$ cat src/rtl/decrypt_sequencer.sv
// CPA decryption phase sequencer: walks unpack, multiply, inverse NTT, gamma multiply,
// subtract and decode, handshaking with external units and steering RAM bank selects.
module decrypt_sequencer #(
  parameter int LOG_N   = 9,
  parameter int TIMEOUT = 65535,
  parameter int TO_W    = 16,
  parameter int CNT_W   = 24,
  localparam int N          = 1 << LOG_N,
  localparam int POLY_BYTES = 14 * N / 8,
  localparam int CMP_BYTES  = 3 * N / 8,
  localparam int IR_W       = $clog2(2 * POLY_BYTES + CMP_BYTES)
) (
  input  logic             clk,
  input  logic             rst,
  input  logic             start,
  input  logic             abort,
  output logic             busy,
  output logic             done,
  output logic             error,
  output logic [2:0]       err_code,
  output logic [CNT_W-1:0] cycle_count,
  output logic             start_pd,
  input  logic             done_pd,
  output logic             start_decomp,
  input  logic             done_decomp,
  output logic             start_pa,
  input  logic             done_pa,
  output logic [1:0]       op_code_pa,
  output logic             start_ntt,
  input  logic             done_ntt,
  output logic             ntt_inverse,
  output logic             start_dec,
  input  logic             done_dec,
  output logic [2:0]       phase,
  output logic             host_access,
  output logic [IR_W-1:0]  ir_base_a,
  output logic [IR_W-1:0]  ir_base_b,
  output logic [1:0]       pr_bank_a,
  output logic [1:0]       pr_bank_b
);

  typedef enum logic [3:0] {
    S_IDLE, S_UNPACK_1, S_UNPACK_2, S_MULT, S_INV_NTT,
    S_GAMMA_MULT, S_SUB, S_DECODE, S_ERROR
  } state_t;

  state_t            state, state_nxt, succ;
  logic              idle_like, accept, awaited, enter;
  logic              decomp_seen, pd_seen;
  logic [TO_W-1:0]   wd_cnt;

  assign idle_like   = (state == S_IDLE) || (state == S_ERROR);
  assign accept      = idle_like && start;
  assign enter       = (state_nxt != state);
  assign ntt_inverse = 1'b1;
  assign ir_base_b   = IR_W'(POLY_BYTES);

  always_comb begin
    awaited   = 1'b0;
    succ      = S_IDLE;
    state_nxt = state;
    case (state)
      S_UNPACK_1:   begin awaited = done_pd;  succ = S_UNPACK_2;   end
      // Both units may finish in either order; each completion is latched until the other arrives.
      S_UNPACK_2:   begin
        awaited = (done_pd || pd_seen) && (done_decomp || decomp_seen);
        succ    = S_MULT;
      end
      S_MULT:       begin awaited = done_pa;  succ = S_INV_NTT;    end
      S_INV_NTT:    begin awaited = done_ntt; succ = S_GAMMA_MULT; end
      S_GAMMA_MULT: begin awaited = done_pa;  succ = S_SUB;        end
      S_SUB:        begin awaited = done_pa;  succ = S_DECODE;     end
      S_DECODE:     begin awaited = done_dec; succ = S_IDLE;       end
      default:      begin awaited = 1'b0;     succ = S_IDLE;       end
    endcase
    if (idle_like) begin
      if (start) state_nxt = S_UNPACK_1;
    end else if (abort) begin
      state_nxt = S_IDLE;
    end else if (awaited) begin
      state_nxt = succ;
    end else if (wd_cnt == TO_W'(TIMEOUT - 1)) begin
      state_nxt = S_ERROR;
    end
  end

  always_comb begin
    busy       = 1'b1;
    phase      = state[2:0];
    op_code_pa = 2'd0;
    pr_bank_a  = 2'd0;
    pr_bank_b  = 2'd0;
    ir_base_a  = '0;
    case (state)
      S_UNPACK_1:   begin pr_bank_a = 2'd3; pr_bank_b = 2'd2; end
      S_UNPACK_2:   begin
        pr_bank_a = 2'd1;
        pr_bank_b = 2'd2;
        ir_base_a = IR_W'(POLY_BYTES + CMP_BYTES);
      end
      S_MULT:       begin pr_bank_a = 2'd3; pr_bank_b = 2'd1; op_code_pa = 2'd0; end
      S_INV_NTT:    begin pr_bank_a = 2'd3; pr_bank_b = 2'd3; end
      S_GAMMA_MULT: begin pr_bank_a = 2'd3; pr_bank_b = 2'd0; op_code_pa = 2'd3; end
      S_SUB:        begin pr_bank_a = 2'd3; pr_bank_b = 2'd2; op_code_pa = 2'd2; end
      S_DECODE:     begin pr_bank_a = 2'd3; pr_bank_b = 2'd0; end
      default:      begin busy = 1'b0; phase = 3'd0; end
    endcase
  end

  always_ff @(posedge clk or posedge rst) begin
    if (rst) begin
      state        <= S_IDLE;
      wd_cnt       <= '0;
      cycle_count  <= '0;
      done         <= 1'b0;
      error        <= 1'b0;
      err_code     <= 3'd0;
      decomp_seen  <= 1'b0;
      pd_seen      <= 1'b0;
      start_pd     <= 1'b0;
      start_decomp <= 1'b0;
      start_pa     <= 1'b0;
      start_ntt    <= 1'b0;
      start_dec    <= 1'b0;
      host_access  <= 1'b0;
    end else begin
      state  <= state_nxt;
      wd_cnt <= enter ? '0 : (busy ? wd_cnt + 1'b1 : wd_cnt);
      done   <= (state == S_DECODE) && done_dec && !abort;

      if (accept)                                 cycle_count <= '0;
      else if (busy && (cycle_count != '1))       cycle_count <= cycle_count + 1'b1;

      if (accept) begin
        error    <= 1'b0;
        err_code <= 3'd0;
      end else if (busy && (state_nxt == S_ERROR)) begin
        error    <= 1'b1;
        err_code <= phase;
      end

      if (accept)                                                  decomp_seen <= 1'b0;
      else if (done_decomp && ((state == S_UNPACK_1) || (state == S_UNPACK_2))) decomp_seen <= 1'b1;
      if (accept)                                 pd_seen <= 1'b0;
      else if (done_pd && (state == S_UNPACK_2))  pd_seen <= 1'b1;

      // Start strobes fire only on the cycle a state is entered.
      start_pd     <= enter && ((state_nxt == S_UNPACK_1) || (state_nxt == S_UNPACK_2));
      start_decomp <= enter && (state_nxt == S_UNPACK_1);
      start_pa     <= enter && ((state_nxt == S_MULT) || (state_nxt == S_GAMMA_MULT) ||
                                (state_nxt == S_SUB));
      start_ntt    <= enter && (state_nxt == S_INV_NTT);
      start_dec    <= enter && (state_nxt == S_DECODE);
      host_access  <= (state_nxt == S_IDLE) || (state_nxt == S_ERROR);
    end
  end

endmodule

$ cat config.mk
export PLATFORM = sky130hd
export DESIGN_NAME = decrypt_sequencer
export DESIGN_NICKNAME = d
export VERILOG_FILES = /design/src/rtl/decrypt_sequencer.sv
export SDC_FILE = /design/constraint.sdc
export NUM_CORES = 1
export LEC_CHECK = 0
export BUFFER_PORTS_ARGS = -buffer_cell sky130_fd_sc_hd__buf_2
export CAP_MARGIN = 20
export CELL_PAD_IN_SITES_DETAIL_PLACEMENT = 0
export CELL_PAD_IN_SITES_GLOBAL_PLACEMENT = 2
export CORE_ASPECT_RATIO = 0.5
export CORE_MARGIN = 2
export CORE_UTILIZATION = 37
export CTS_BUF_LIST = sky130_fd_sc_hd__clkbuf_4 sky130_fd_sc_hd__clkbuf_8
export DETAILED_ROUTE_END_ITERATION = 8
export HOLD_SLACK_MARGIN = 0.15
export PLACE_DENSITY = 0.94
export SLEW_MARGIN = 20
export SYNTH_ARGS = -nofsm -noshare
export SYNTH_HDL_FRONTEND = slang
export SYNTH_SLANG_ARGS = --single-unit
$ cat constraint.sdc
create_clock -name clk -period 3.5 [get_ports clk]
set_input_delay 0.175 -clock clk [delete_from_list [all_inputs] [get_ports clk]]
set_output_delay 0.175 -clock clk [all_outputs]
set_load 0.005 [all_outputs]
==> flow_summary.yaml <==
synth:
  synth_top_area_share_pct: 41.4
  yosysWarnings: 0
  synth_cell_types: 57
  yosys.area_share.simple_pct: 28.8
  synthFlopType: "dfrtp_1"
  synthArstFlopShare_pct: 100
  ys_ff_latch: 57
  syn_inst: 360
  syn_area_um2: 3450
  synth-adder-area-share_pct: 1.09
  synth_area_leader_cell: "dfrtp_1"
  synth_top_family_by_area: "simple AND/OR/NAND/NOR gates"
  synth_mux_area_share_pct: 2.36
  ys_top_cells_by_area: "dfrtp_1, buf_4, nand2_1, xor2_1, nor4_2"
  yosysSeqAreaShare_pct: 41.4
  post_synth.cell_area_avg_um2: 9.58
  synthXorXnorAreaFrac_pct: 6.61
  synth_compound_gate_area_share_pct: 10.2
  synth_edf_count: 0
layout:
  final_common_cell: "dfrtp_1"
  nNetsFinal: 427
  area.sequential_um2: 1430
  mostFrequentLayoutCells: "dfrtp_1, buf_2, nand2_1"
  multiInputGateArea_um2: 1770
  drive_gt1_share_pct: 23.8
  syn2layout_area_growth_pct: 13.8
  n_fill_cell: 881
  diodes: 0
timing:
  slew_headroom_pct: 34.6
  slew_viol_final: 0
  fin_skew_ns: 0.0125
  whs_ns: 0.302
  clock.fmax_ghz: 0.356
  hold_violations: 0
  tns_ns: 0
  setup-violations-final: 0
  finalCritPeriodShare_pct: 80.3
  period_minus_slack_ns: 2.81
  rsz0062_at_grt: "no"
  tightest_slew_ns: 0.972
detailed_routing:
  drt-pass1-iter-count: 4
  routed_wl_um: 7880
  vias: 2752
  drc_errors: 0
  postRouteAntennaNets: 0
  wl_per_cell_um: 14.7
  drt-initial-drc-count: 184
  routed_via_density: 5.12
status:
  status: "completed"
global_routing:
  grt_pass1_wl_um: 13300
  grt.total_usage_pct: 16.7
  antenna_found_initial: 0
  first_global_vias: 2620
  grt_remaining_overflow: 0
  grt_max_degree: 49
power_and_ir_drop:
  p_per_area_nw_per_um2: 523
  switching_power_w: 0.000777
  power_frac_clock_pct: 27.8
  p_int_w: 0.00127
  leakagePower_nw: 1.89
  ir_drop_mv: 0.207
  power_frac_seq_pct: 39.7
  combPwrFrac_pct: 32.6
  p_sw_share_pct: 37.9
floorplan:
  core-area_um2: 8890
  start_util_pct: 38.8
  die_height_um: 72.3
  die_w_um: 141
  io-pin-count: 77
  dieArea_um2: 10200
  core.rowCount: 24
critical_path:
  crit_arrival_ns: 3.00
  cp-end-kind: "flip-flop"
  path_class: "reg2reg"
  cp.required_ns: 3.69
  path_max_fanout: 16
  worstSetupStartpointType: "flip-flop"
min_path:
  hp-class: "in2reg"
clocking:
  ctsResizeCount: 0
  clockBufferDepth: 2
  path_clk_slew_ns: 0.07
  cts_num_sinks: 57
  root_buffer: "clkbuf_8"
  cts-buffers-inserted: 9
  htreeDepth: 3
  cts_tree: "built"
  worstSkewPairLatency_ns: 0.35
placed_design:
  dp_hpwl_um: 5370
  port_buffers: 55
  place_congestion: 0.871
flow_run:
  drv_cap: 0
## worst max-delay path, cell delays in order, from the launching register on
cell     delay [ns]
dfrtp_1        0.68
nor2b_1        0.44
a32oi_2        0.24
nand4_2        0.21
mux2i_1        0.19
o21ai_2        0.75
nor4_1         0.13
## layout make-up
type	instances	area share, %
Inverter	13	1.28
Tap cell	117	3.73
Timing Repair Buffer	63	8.87
Multi-Input combinational cell	271	45.1
Sequential cell	57	36.4
Clock inverter	3	0.383
Clock buffer	13	4.24
## Yosys cell counts (4+ instances only)
| library cell | count |
|---|---|
| and3_1 | 7 |
| buf_4 | 26 |
| nand2_1 | 38 |
| clkbuf_1 | 4 |
| a21oi_1 | 13 |
| nor4_1 | 7 |
| xor2_1 | 16 |
| xnor2_1 | 10 |
| or4_1 | 5 |
| nor4_2 | 10 |
| o211ai_1 | 6 |
| nand3_1 | 20 |
| o21ai_0 | 10 |
| and4_1 | 6 |
| inv_1 | 12 |
| mux2i_1 | 7 |
| dfrtp_1 | 57 |
| nor3_1 | 11 |
| buf_6 | 4 |
| or3_1 | 6 |
| nand4_1 | 10 |
| nor2_1 | 26 |
## through the flow
step | power, W | cells | util [%] | setup WS [ns] | cell area, um2
after floorplan | 0.00133 | 379 | - | 1.29 | 3520
after global placement | 0.00149 | 516 | 41.5 | 0.848 | 3690
after detailed placement | 0.00149 | 516 | 41.5 | 0.788 | 3690
after CTS | 0.00207 | 537 | 44.1 | 0.777 | 3920
after global routing | 0.00220 | 537 | 44.1 | 0.417 | 3920
final | 0.00205 | 537 | 44.1 | 0.691 | 3920
## kinds of logic after synthesis
kind of cell | count (synthesis)
AO/OA/AOI/OAI | 47
XOR/XNOR | 26
adder cells (fa/ha/maj) | 3
buffers and inverters | 51
flip-flops | 57
multiplexers | 8
other | 2
AND/OR/NAND/NOR | 166
## flip-flops by register name (all words and copies together) (netlist names)
signal        flops
start_ntt         1
host_access       1
start_pd          1
start_dec         1
state             4
err_code          3
error             1
start_decomp      1
pd_seen           1
decomp_seen       1
start_pa          1
done              1
cycle_count      24
wd_cnt           16
## path summary, 6_finish.rpt
path	from	end	slack (ns)	depth (start not counted)
max	state[2]	wd_cnt[11]	0.69	6
min	start	state[3]	0.30	4
max reg2reg	state[2]	wd_cnt[11]	0.69	6
min reg2reg	error	error	0.49	2
max in group asynchronous	rst	error	2.33	4
min in group asynchronous	rst	state[2]	0.51	3
## per-layer routing
metal | global-route usage, % | wire length, um | up-vias
met4 | 6.44 | 153 | 0
li1 | - | - | 1361
met2 | 26.0 | 3540 | 62
met5 | 0 | 0 | -
met1 | 22.3 | 3900 | 1316
met3 | 4.95 | 285 | 13
## repair_timing
action                                 CTS  global route
endpoints found under the hold margin   51             0
setup buffers                            0             0
hold buffers                             5             0
## power by group through the flow
| stage | logic (W) | registers (W) | clock network [W] |
|---|---|---|---|
| floorplan | 0.000544 | 0.000789 | 0 |
| detailed placement | 0.000666 | 0.000825 | 0 |
| finish | 0.000668 | 0.000814 | 0.000569 |
| global route | 0.000761 | 0.000824 | 0.000612 |
| CTS | 0.000676 | 0.000813 | 0.000585 |
| global placement | 0.000668 | 0.000823 | 0 |
(Power assumes the default switching activity.)
